`src/rtl/alu_pkg.sv`:
```
// ALU control code definitions shared between the ALU control block and the
// execute-stage ALU. The codes match the classic MIPS ALU control encoding.
package alu_pkg;

    localparam logic [3:0] ALU_AND     = 4'b0000;
    localparam logic [3:0] ALU_OR      = 4'b0001;
    localparam logic [3:0] ALU_ADD     = 4'b0010;
    localparam logic [3:0] ALU_SUB     = 4'b0110;
    localparam logic [3:0] ALU_SLT     = 4'b0111;
    localparam logic [3:0] ALU_NOR     = 4'b1100;
    localparam logic [3:0] ALU_ILLEGAL = 4'b1111;

endpackage

```
`src/rtl/alu_core.sv`:
```
// Purely combinational ALU datapath.
// Ports:
//   alu_ctrl  in   4      ALU control code (see alu_pkg)
//   a, b      in   WIDTH  operands
//   result    out  WIDTH  ALU result (0 for undefined codes)
//   overflow  out  1      signed overflow, ADD/SUB only
//   illegal   out  1      alu_ctrl is not a defined operation
module alu_core
    import alu_pkg::*;
#(
    parameter int unsigned WIDTH = 32
) (
    input  logic [3:0]       alu_ctrl,
    input  logic [WIDTH-1:0] a,
    input  logic [WIDTH-1:0] b,
    output logic [WIDTH-1:0] result,
    output logic             overflow,
    output logic             illegal
);

    logic [WIDTH-1:0] sum;
    logic [WIDTH-1:0] diff;
    logic             ovf_add;
    logic             ovf_sub;
    logic             slt;

    assign sum  = a + b;
    assign diff = a - b;

    assign ovf_add = (a[WIDTH-1] == b[WIDTH-1]) && (sum[WIDTH-1]  != a[WIDTH-1]);
    assign ovf_sub = (a[WIDTH-1] != b[WIDTH-1]) && (diff[WIDTH-1] != a[WIDTH-1]);

    // Sign of a-b is wrong exactly when the subtraction overflowed.
    assign slt = diff[WIDTH-1] ^ ovf_sub;

    always_comb begin
        result   = '0;
        overflow = 1'b0;
        illegal  = 1'b0;
        case (alu_ctrl)
            ALU_AND: result = a & b;
            ALU_OR:  result = a | b;
            ALU_NOR: result = ~(a | b);
            ALU_ADD: begin
                result   = sum;
                overflow = ovf_add;
            end
            ALU_SUB: begin
                result   = diff;
                overflow = ovf_sub;
            end
            ALU_SLT: result = {{(WIDTH-1){1'b0}}, slt};
            default: illegal = 1'b1;
        endcase
    end

endmodule

```
`src/rtl/ex_alu_stage.sv`:
```
// Execute-stage ALU with a one-deep EX/MEM output register under a
// valid/ready handshake, plus flush, illegal-op flagging and a retire counter.
// Ports:
//   clk, rst_n          clock (rising edge), async active-low reset
//   in_valid/in_ready   upstream handshake (in_ready = !out_valid | out_ready)
//   alu_ctrl, op_a/op_b operation and operands
//   flush               kill held result and any operation offered this cycle
//   out_valid/out_ready downstream handshake
//   result, zero, overflow, illegal   registered ALU outputs
//   illegal_seen        sticky: an illegal op was accepted since reset
//   ops_retired         count of consumed results (wraps)
module ex_alu_stage
    import alu_pkg::*;
#(
    parameter int unsigned WIDTH = 32,
    parameter int unsigned CNT_W = 32
) (
    input  logic             clk,
    input  logic             rst_n,
    input  logic             in_valid,
    output logic             in_ready,
    input  logic [3:0]       alu_ctrl,
    input  logic [WIDTH-1:0] op_a,
    input  logic [WIDTH-1:0] op_b,
    input  logic             flush,
    output logic             out_valid,
    input  logic             out_ready,
    output logic [WIDTH-1:0] result,
    output logic             zero,
    output logic             overflow,
    output logic             illegal,
    output logic             illegal_seen,
    output logic [CNT_W-1:0] ops_retired
);

    logic [WIDTH-1:0] core_result;
    logic             core_overflow;
    logic             core_illegal;
    logic             accept;
    logic             consume;

    alu_core #(
        .WIDTH (WIDTH)
    ) u_alu_core (
        .alu_ctrl (alu_ctrl),
        .a        (op_a),
        .b        (op_b),
        .result   (core_result),
        .overflow (core_overflow),
        .illegal  (core_illegal)
    );

    assign in_ready = !out_valid || out_ready;
    assign accept   = in_valid && in_ready && !flush;
    // Flush suppresses retirement even if MEM is ready this cycle.
    assign consume  = out_valid && out_ready && !flush;

    always_ff @(posedge clk or negedge rst_n) begin
        if (!rst_n) begin
            out_valid    <= 1'b0;
            result       <= '0;
            zero         <= 1'b0;
            overflow     <= 1'b0;
            illegal      <= 1'b0;
            illegal_seen <= 1'b0;
            ops_retired  <= '0;
        end else begin
            if (accept) begin
                out_valid <= 1'b1;
                result    <= core_result;
                zero      <= (core_result == '0);
                overflow  <= core_overflow;
                illegal   <= core_illegal;
            end else if (out_ready || flush) begin
                out_valid <= 1'b0;
            end

            if (accept && core_illegal) begin
                illegal_seen <= 1'b1;
            end

            if (consume) begin
                ops_retired <= ops_retired + CNT_W'(1);
            end
        end
    end

endmodule

```
`config.mk`:
```
export PLATFORM = sky130hd
export DESIGN_NAME = ex_alu_stage
export DESIGN_NICKNAME = d
export VERILOG_FILES = /design/src/rtl/alu_pkg.sv /design/src/rtl/alu_core.sv /design/src/rtl/ex_alu_stage.sv
export SDC_FILE = /design/constraint.sdc
export NUM_CORES = 1
export LEC_CHECK = 0
export ABC_AREA = 0
export CORE_UTILIZATION = 45
export CTS_BUF_LIST = sky130_fd_sc_hd__clkbuf_4 sky130_fd_sc_hd__clkbuf_8
export DETAILED_ROUTE_END_ITERATION = 10
export PLACE_DENSITY_LB_ADDON = 0.1
export SLEW_MARGIN = 20
export SYNTH_ARGS = -nofsm -noshare
export SYNTH_HDL_FRONTEND = slang
export SYNTH_SLANG_ARGS = --single-unit
export TNS_END_PERCENT = 50
```
`constraint.sdc`:
```
create_clock -name clk -period 4.4 [get_ports clk]
set_input_delay 0.88 -clock clk [delete_from_list [all_inputs] [get_ports clk]]
set_output_delay 0.88 -clock clk [all_outputs]
set_load 0.01 [all_outputs]
```
==> impl_metrics.ini <==
[run_status]
outcome = finished with violations
violations = setup timing

[drt]
via_count = 9531
routedWlPerCell_microns = 17.5
wirelength_met1_microns = 13000
vias_per_cell = 5.68
wirelength_microns = 29400
drt_iter0_markers = 643
met3_length_microns = 1990
ant_nets = 0
drcViolationCount = 0
dr_wl_met2_microns = 13700
top_layer = met4
drt_pass1_iterations = 5

[timing]
rsz0062_at_grt = yes
final-setup-viol-count = 1
drv_slew = 0
hold_viol = 0
setup_ws_ns = -0.345
finalCritPeriodShare = 1.08
slew_headroom = 0.335
tns_ns = -0.345
clock.fmax_mhz = 211
period_minus_slack_ns = 4.74
tightest_slew_ns = 0.990
finClkSkew_ns = 0.0166

[yosys]
ys.flop_type = dfrtp_1
ys_seq_area_frac = 0.209
syn_area_sq_mm = 0.00827
yosysUniqueCellTypes = 83
ys_warn_count = 0
ys_seq_elements = 69
syn_avg_cell_area_sq_um = 7.64
synthTopCellsByArea = dfrtp_1 21%, ha_1 16%, nand2_1 5.7%
synth_top_cell_by_area = dfrtp_1
syn_inst = 1082
synth_top_cell_area_share = 0.209
synth.net_count = 1262
synth_edf_count = 0
async_reset_ff_frac = 1.00

[critical_path]
startpoint_type = primary input
required_ns = 4.68
rr_endpoint = ops_retired[31]
arrival_ns = 5.03
worst_setup_path_end_kind = register
crit_type = primary input to register
startpoint = op_b[1]
reg2reg_from = out_valid
r2r_slack_ns = 1.72
cp_max_fo = 3
r2r_cells = 11

[power_and_ir_drop]
switching_share = 0.373
vdd_ir_drop_max_uv = 205
clkPwrFrac = 0.199
p_sw_mw = 0.979
combPwrFrac = 0.510
powerDensity_mw_per_mm2 = 212
total_leakage_power_nw = 5.87
p_int_mw = 1.64
seq_power_share = 0.292

[floorplanning]
row_count = 49
initial_core_util = 0.460
die_area_sq_mm = 0.0189
ios = 143
die_y_microns = 138
die_width_microns = 138
core-area_sq_mm = 0.0180

[clock_network]
cts-buffers-inserted = 9
cts_root_buf = clkbuf_8
clkTransAtPathRegs_ns = 0.09
clockBufferDepth = 2
cts_max_level = 3
clk_latency_ns = 0.35
cts.sinks = 69
cts_tree = built
holdBufCountCts = 0

[final_layout]
final_cell_mix = 265 x buf_4, 126 x nand2_1, 111 x clkdlybuf4s50_1, 100 x nor2_1, 86 x ha_1
antenna_cells = 0
nNetsFinal = 1624
layout_commonest_cell = buf_4
final_layout_size_suffix_gt1_frac = 0.278
syn_to_final_growth_pct = 49.7

[min_path]
hold_class = primary input to asynchronous set/reset pin

[run]
drv_cap = 0

[placed_design]
dpl.hpwl_microns = 23400
place_ws_ns = -1.40
gp_congestion = 0.969
portBuffers = 142

[grt]
grt_pass1_wl_microns = 46000
antenna_found_initial = 0
grt_use_total = 0.313
grt_start_max_net_pins = 62
grt.overflow.total = 0
grt_pass1_vias = 9048
-- synthesized netlist by cell type (10+ instances only) --
master    instances
o221ai_1         10
nor2b_1          10
nand2b_1         12
buf_2            23
dfrtp_1          69
o21bai_1         10
nor2_1          103
inv_1            94
xor2_1           11
o211ai_1         13
a21o_1           14
nor4_1           13
a21oi_1          76
nand3_1          33
a221oi_1         14
nand4_1          20
a221o_1          19
nor3_1           26
o21ai_0          43
clkbuf_1         33
ha_1            104
xnor2_1          26
nand2_1         126
-- worst max-delay path by stage --
stage                     endpoint  slack, ns
after detailed placement      zero      -1.40
after floorplan               zero      -0.41
after global placement        zero      -1.26
after global routing          zero      -0.56
after CTS                     zero      -0.53
final                         zero      -0.34
-- critical path: stages --
cell and delay, ns:
buf_8 0.08, clkinvlp_4 0.10, ha_4 0.23, o21ba_4 0.19, or4_4 0.46, a211oi_2 0.26
nor3_2 0.11, a31oi_2 0.17, a21oi_2 0.10, o21ai_2 0.16, a21oi_2 0.07, nor2_1 0.12
nor2_2 0.06, fa_2 0.34, nand3_2 0.06, a211o_1 0.13, o2111ai_2 0.13, nor2_1 0.12
nand3_1 0.09, nor4_2 0.27, o2111ai_1 0.15, nor4_1 0.20, nand4_1 0.14, nor4_2 0.23
a32o_1 0.19
-- flip-flops by register name, summed over array words and instances (netlist names) --
register / cells
illegal_seen: 1
out_valid: 1
result: 32
illegal: 1
zero: 1
overflow: 1
ops_retired: 32
-- layout make-up --
class / instances / area, sq um
inverter: 95 / 360
tap: 229 / 287
sequential: 69 / 1730
clock buffer: 10 / 138
timing repair buffer: 412 / 3480
clock inverter: 6 / 62.6
fill: 1547 / 5590
multi-input combinational: 857 / 6320
-- per-layer routing --
layer,vias to the layer above,global-route usage
met5,-,0
met4,0,0.100
met3,61,0.0430
met2,380,0.523
met1,4457,0.412
li1,4633,-
-- repair_timing --
item	CTS	global route
pin swaps	29	26
buffers inserted	3	7
setup endpoints to repair	2	5
resized for setup	74	56
-- per-stage QoR --
step	util	instances	instance area, sq um	hold slack (ns)	total power [mW]
after global placement	0.655	1652	11800	0.454	2.03
final	0.689	1678	12400	0.358	2.62
after CTS	0.678	1671	12200	0.356	2.59
after global routing	0.689	1678	12400	0.361	2.77
after detailed placement	0.655	1652	11800	0.463	2.04
after floorplan	-	1082	8310	0.507	1.36
-- power groups by stage --
stage	Combinational (mW)	Sequential (mW)	Clock (mW)
3_5_place_dp	1.27	0.776	0
3_3_place_gp	1.25	0.772	0
2_1_floorplan	0.563	0.793	0
5_1_grt	1.45	0.773	0.552
6_report	1.34	0.765	0.521
4_1_cts	1.30	0.764	0.528
-- cell families after synthesis --
logic type	after synthesis	synth area share
fa+ha+maj	107	0.165
compound gates	310	0.272
xor+xnor	37	0.0392
flops	69	0.209
simple gates	394	0.229
mux	9	0.0116
buf+inv	156	0.0752
Note: power is estimated with default switching activity, not from simulation.
